===== config.mk =====
export PLATFORM = sky130hd
export DESIGN_NAME = fetch_prefetch
export DESIGN_NICKNAME = d
export VERILOG_FILES = /design/src/rtl/fetch_prefetch.sv
export SDC_FILE = /design/constraint.sdc
export NUM_CORES = 1
export LEC_CHECK = 0
export BUFFER_PORTS_ARGS = -buffer_cell sky130_fd_sc_hd__buf_2
export CAP_MARGIN = 15
export CORE_MARGIN = 2
export CORE_UTILIZATION = 35
export CTS_CLUSTER_DIAMETER = 120
export DETAILED_ROUTE_END_ITERATION = 16
export HOLD_SLACK_MARGIN = 0.05
export PLACE_DENSITY = 0.66
export SLEW_MARGIN = 20
export SYNTH_ARGS = -nofsm -noshare
export SYNTH_HDL_FRONTEND = slang
export SYNTH_SLANG_ARGS = --single-unit
export TNS_END_PERCENT = 100

===== constraint.sdc =====
create_clock -name CLK -period 7.3 [get_ports CLK]
set_input_delay 0.73 -clock CLK [delete_from_list [all_inputs] [get_ports CLK]]
set_output_delay 0.73 -clock CLK [all_outputs]
set_load 0.05 [all_outputs]

===== src/rtl/fetch_prefetch.sv =====
// Purpose: in-order instruction prefetcher feeding the front-end queue, with credit and redirect handling.
// Latency: request one cycle after enable or redirect; response at cycle N is written to the queue at N+1.
// Backpressure: requests stall when outstanding plus dropped reaches MAX_OUT or reserved entries reach Q_DEPTH.
module fetch_prefetch #(
    parameter int                ADDR_W   = 32,
    parameter int                DATA_W   = 32,
    parameter int                Q_DEPTH  = 4,
    parameter int                MAX_OUT  = 2,
    parameter logic [ADDR_W-1:0] RESET_PC = '0
) (
    input  logic                     CLK,
    input  logic                     RSTN,
    input  logic                     pf_en,
    input  logic                     pf_redirect,
    input  logic [ADDR_W-1:0]        pf_redirect_pc,
    output logic                     imem_req,
    output logic [ADDR_W-1:0]        imem_addr,
    input  logic                     imem_gnt,
    input  logic                     imem_rvalid,
    input  logic [DATA_W-1:0]        imem_rdata,
    input  logic                     imem_err,
    output logic                     pf_q_wen,
    output logic [ADDR_W+DATA_W:0]   pf_q_wdata,
    output logic                     pf_q_flush,
    input  logic                     pf_q_pop
);

    localparam int QCW = $clog2(Q_DEPTH + 1);
    localparam int OCW = $clog2(MAX_OUT + 1);
    localparam int PW  = (MAX_OUT > 1) ? $clog2(MAX_OUT) : 1;

    localparam logic [QCW-1:0] QD_LIM  = QCW'(Q_DEPTH);
    localparam logic [OCW:0]   OUT_LIM = (OCW + 1)'(MAX_OUT);
    localparam logic [PW-1:0]  P_LAST  = PW'(MAX_OUT - 1);

    typedef enum logic [1:0] {
        ST_IDLE  = 2'd0,
        ST_FETCH = 2'd1,
        ST_FAULT = 2'd2
    } state_t;

    state_t              r_state;
    state_t              w_state_nxt;
    logic [ADDR_W-1:0]   r_pc;
    logic [OCW-1:0]      r_out;
    logic [OCW-1:0]      r_drop;
    logic [QCW-1:0]      r_res;
    logic [OCW-1:0]      w_out_nxt;
    logic [OCW-1:0]      w_drop_nxt;
    logic [QCW-1:0]      w_res_nxt;
    logic [ADDR_W-1:0]   r_pc_fifo [MAX_OUT];
    logic [PW-1:0]       r_wp;
    logic [PW-1:0]       r_rp;
    logic                r_wen;
    logic [ADDR_W+DATA_W:0] r_wdata;

    logic                w_req;
    logic                w_gnt;
    logic                w_rsp_drop;
    logic                w_rsp_acc;
    logic [OCW:0]        w_bus_busy;
    logic [ADDR_W-1:0]   w_redir_pc;

    // Dropped responses still occupy the bus, so they count against MAX_OUT.
    assign w_bus_busy = {1'b0, r_out} + {1'b0, r_drop};
    assign w_req      = (r_state == ST_FETCH) & ~pf_redirect
                      & (w_bus_busy < OUT_LIM) & (r_res < QD_LIM);
    assign w_gnt      = w_req & imem_gnt;
    assign w_rsp_drop = imem_rvalid & (r_drop != '0);
    assign w_rsp_acc  = imem_rvalid & (r_drop == '0) & ~pf_redirect;
    assign w_redir_pc = pf_redirect_pc & ~ADDR_W'(3);

    assign imem_req   = w_req;
    assign imem_addr  = r_pc;
    assign pf_q_wen   = r_wen;
    assign pf_q_wdata = r_wdata;
    assign pf_q_flush = pf_redirect;

    // Next-state: redirect overrides everything; an accepted error response parks the fetcher.
    always_comb begin
        w_state_nxt = r_state;
        if (pf_redirect) begin
            w_state_nxt = pf_en ? ST_FETCH : ST_IDLE;
        end else begin
            case (r_state)
                ST_IDLE:  if (pf_en) w_state_nxt = ST_FETCH;
                ST_FETCH: begin
                    if (w_rsp_acc && imem_err) w_state_nxt = ST_FAULT;
                    else if (!pf_en)           w_state_nxt = ST_IDLE;
                end
                ST_FAULT: w_state_nxt = ST_FAULT;
                default:  w_state_nxt = ST_IDLE;
            endcase
        end
    end

    // Counter arithmetic: on redirect every in-flight request becomes a drop and the queue is emptied.
    always_comb begin
        w_out_nxt  = r_out + OCW'(w_gnt) - OCW'(w_rsp_acc);
        w_drop_nxt = r_drop - OCW'(w_rsp_drop);
        w_res_nxt  = r_res + QCW'(w_gnt) - QCW'(w_rsp_drop) - QCW'(pf_q_pop);
        if (pf_redirect) begin
            w_drop_nxt = r_drop + r_out - OCW'(imem_rvalid);
            w_out_nxt  = '0;
            w_res_nxt  = QCW'(w_drop_nxt);
        end
    end

    // State, pc, counters and PC FIFO pointers.
    always_ff @(posedge CLK or negedge RSTN) begin
        if (!RSTN) begin
            r_state <= ST_IDLE;
            r_pc    <= RESET_PC;
            r_out   <= '0;
            r_drop  <= '0;
            r_res   <= '0;
            r_wp    <= '0;
            r_rp    <= '0;
        end else begin
            r_state <= w_state_nxt;
            r_out   <= w_out_nxt;
            r_drop  <= w_drop_nxt;
            r_res   <= w_res_nxt;
            if (pf_redirect) begin
                r_pc <= w_redir_pc;
                r_wp <= '0;
                r_rp <= '0;
            end else begin
                if (w_gnt) begin
                    r_pc <= r_pc + ADDR_W'(4);
                    r_wp <= (r_wp == P_LAST) ? '0 : r_wp + PW'(1);
                end
                if (w_rsp_acc) begin
                    r_rp <= (r_rp == P_LAST) ? '0 : r_rp + PW'(1);
                end
            end
        end
    end

    // PC FIFO storage; contents are only meaningful behind the pointers, so no reset.
    always_ff @(posedge CLK) begin
        if (w_gnt) begin
            r_pc_fifo[r_wp] <= r_pc;
        end
    end

    // Registered queue write; data holds between writes.
    always_ff @(posedge CLK or negedge RSTN) begin
        if (!RSTN) begin
            r_wen   <= 1'b0;
            r_wdata <= '0;
        end else begin
            r_wen <= w_rsp_acc;
            if (w_rsp_acc) begin
                r_wdata <= {imem_err, r_pc_fifo[r_rp], imem_rdata};
            end
        end
    end

endmodule


==> results.tsv <==
stage	metric	value	unit
critical_path	CP Data Required Time	7370	ps
finish	fin util	44.0	%
synth	Post-Syn Instances	539	
global_route	All-Layer GR Usage	15.8	%
clock_tree	total setup buffers inserted after CTS	0	
power_and_ir_drop	Switching Share	43.6	%
critical_path	crit path max fanout	30	
clock_tree	worst-case clock buffer depth	2	
finish	layout cells sized above 1	34.7	%
worst_hold_path	hold crit path type	in -> async	
route	Antenna Nets Post-Route	0	
sta	Worst-Margin Slew	1010	ps
synth	area of the mapped netlist	6970	um^2
route	Starting DRT DRC Count	148	
critical_path	CP max-delay cell	inv_2	
sta	setup TNS	0	ps
clock_tree	clock tree sinks	165	
finish	fill count	1842	
outcome	status	complete, no violations	
global_route	first-pass GRT wire length	25800	um
synth	Async SR Flop Fraction	63.6	%
global_route	pin count of the biggest net entering global routing	77	
die	initial core utilization	35.7	%
critical_path	critical path arrival	3620	ps
finish	antenna cells	0	
critical_path	number of cells on the critical path	7	
clock_tree	clock root cell	clkbuf_16	
clock_tree	Num CTS Buffers	17	
clock_tree	CTS tree	built	
die	# IOs	172	
run	# Max-Cap Violations	0	
synth	Synth cell types	45	
clock_tree	CTS H-tree lvls	4	
die	chip width	145	um
synth	synth warn	0	
critical_path	most frequent CP cell	and2_1	
route	DR vias	4729	
power_and_ir_drop	peak supply drop	0.152	mV
sta	# setup viols final	0	
critical_path	CP Capture Type	flip-flop	
power_and_ir_drop	Sequential Power Share	37.7	%
clock_tree	Clock Latency Late Sink	430	ps
sta	Final Max Slew Viols	0	
sta	Max Fclk	282	MHz
die	Die ar.	21100	um^2
route	post-route DRC violation count	0	
place	dpl hpwl	10700	um
finish	Nets	782	
sta	Slew HR	32.6	%
power_and_ir_drop	combinational fraction of design power	39.5	%
route	WL/cell	16.5	um
critical_path	Buf/Inv on CP	2	
die	Die H	145	um
global_route	total grt overflow	0	
die	row count	51	
critical_path	CP max stage delay	650	ps
synth	sequential share of the synthesized area	63.5	%
clock_tree	post-CTS resize count	0	
critical_path	CP Launch Type	flip-flop	
power_and_ir_drop	Cell Int Power	2.08	mW
finish	commonest non-fill, non-tap cells in the layout	buf_2, dfrtp_1, edfxtp_1, nor2_1, mux2i_1	
power_and_ir_drop	clock power share	22.8	%
sta	RSZ-0062 raised after global routing	no	
place	port bufs	165	
critical_path	CP cell instances	and2_1, fa_1, nor4_2, nand3_2, inv_2, and2_1, buf_4	
power_and_ir_drop	switching pwr	1.61	mW
route	drt pass-1 iters	4	
power_and_ir_drop	pwr dens	430	nW/um^2
critical_path	CP top delay family	simple AND/OR/NAND/NOR gates	
sta	post-route clock period utilization	48.6	%
global_route	number of global-route vias before repair	4671	
synth	Primary FF master, synth	dfrtp_1	
synth	flops & latches, synth	165	
place	routability cong.	0.755	
die	core area	19500	um^2
route	routed vias/inst	4.85	
sta	Final min period	3550	ps
clock_tree	Worst-path clk slew	70	ps
critical_path	R2R depth	7	
sta	clock skew	9.01	ps
critical_path	kind of critical path	reg -> reg	
global_route	initial antenna violation count	0	
finish	area grow syn2layout	23.2	%
finish	commonest non-fill, non-tap cell in the layout	buf_2	
sta	final hold viol count	0	
route	final WL	16100	um
power_and_ir_drop	leakage power	3.64	nW
synth	EDFF count, synth	60	
synth	synthesized area per cell	12.9	um^2
clock_tree	hold_buf cts	0	
-- power groups by stage --
| stage | Clock [mW] | Combinational [mW] | Sequential, mW |
|---|---|---|---|
| 2_1_floorplan | 0 | 0.444 | 2.08 |
| 3_3_place_gp | 0 | 1.46 | 1.40 |
| 3_5_place_dp | 0 | 1.48 | 1.41 |
| 4_1_cts | 0.866 | 1.48 | 1.40 |
| 5_1_grt | 0.904 | 1.55 | 1.44 |
| 6_report | 0.844 | 1.46 | 1.39 |
-- through the flow --
| stage | hold slack (ps) | cells | worst slack, ps | area, um^2 | total power [mW] |
|---|---|---|---|---|---|
| after global routing | 359 | 976 | 3510 | 8590 | 3.89 |
| after CTS | 336 | 976 | 3690 | 8590 | 3.74 |
| after detailed placement | 490 | 944 | 3700 | 8040 | 2.89 |
| after floorplan | 434 | 542 | 3910 | 6980 | 2.52 |
| after global placement | 484 | 944 | 3730 | 8040 | 2.87 |
| final | 324 | 976 | 3750 | 8590 | 3.70 |
-- state kept, by name, indices dropped and copies added, names as in the netlist --
| register | count |
|---|---|
| imem_addr | 30 |
| r_out | 2 |
| r_wp | 1 |
| r_rp | 1 |
| pf_q_wdata | 63 |
| r_drop | 2 |
| r_res | 3 |
| r_state | 2 |
| pf_q_wen | 1 |
| r_pc_fifo | 60 |
-- cell usage after synthesis, types with 11 or more instances --
| master | count | share of area, % |
|---|---|---|
| clkbuf_1 | 13 | 0.70 |
| o21ai_0 | 19 | 1.4 |
| dfrtp_1 | 105 | 38 |
| edfxtp_1 | 60 | 26 |
| nand3_1 | 16 | 1.1 |
| nor2_1 | 45 | 2.4 |
| inv_1 | 12 | 0.65 |
| mux2_2 | 35 | 5.7 |
| nand4_1 | 11 | 0.99 |
| mux2i_1 | 39 | 5.6 |
| nand2_1 | 30 | 1.6 |
| a21oi_1 | 34 | 2.4 |
-- routing by layer --
layer  track usage [%]  share of wire (%)  vias up
met1              20.7                 45     2277
met3              3.90                5.5       15
met5                 0                  0        -
met4              5.44                1.2        0
met2              25.7                 48      160
li1                  -                  -     2277
-- worst paths after layout --
path	start	end	slack [ps]
setup / recovery	r_out[0]	r_pc_fifo[1][29]	3750
min in group CLK	pf_q_wdata[2]	pf_q_wdata[2]	500
hold / removal	RSTN	pf_q_wdata[39]	320
max in group asynchronous	RSTN	imem_addr[24]	5770
hold reg to reg	pf_q_wdata[2]	pf_q_wdata[2]	500
setup reg to reg	r_out[0]	r_pc_fifo[1][29]	3750
-- final cells by class --
cell class | count | area (um^2) | area share, %
Multi-Input combinational cell | 332 | 2370 | 27.5
Sequential cell | 165 | 4430 | 51.6
Clock inverter | 12 | 87.6 | 1.02
Timing Repair Buffer | 169 | 858 | 9.99
Inverter | 13 | 48.8 | 0.568
Tap cell | 265 | 332 | 3.86
Clock buffer | 20 | 468 | 5.45
-- kinds of logic after synthesis --
logic type | Yosys count | synth area share [%]
multiplexers | 74 | 11.3
XOR/XNOR | 12 | 1.51
AND/OR/NAND/NOR | 141 | 10.3
adder cells (fa/ha/maj) | 12 | 2.37
flip-flops | 165 | 63.5
AO/OA/AOI/OAI | 89 | 8.09
buffers and inverters | 45 | 2.91
other | 1 | 0.0538
Note: power is estimated with default switching activity, not from simulation.
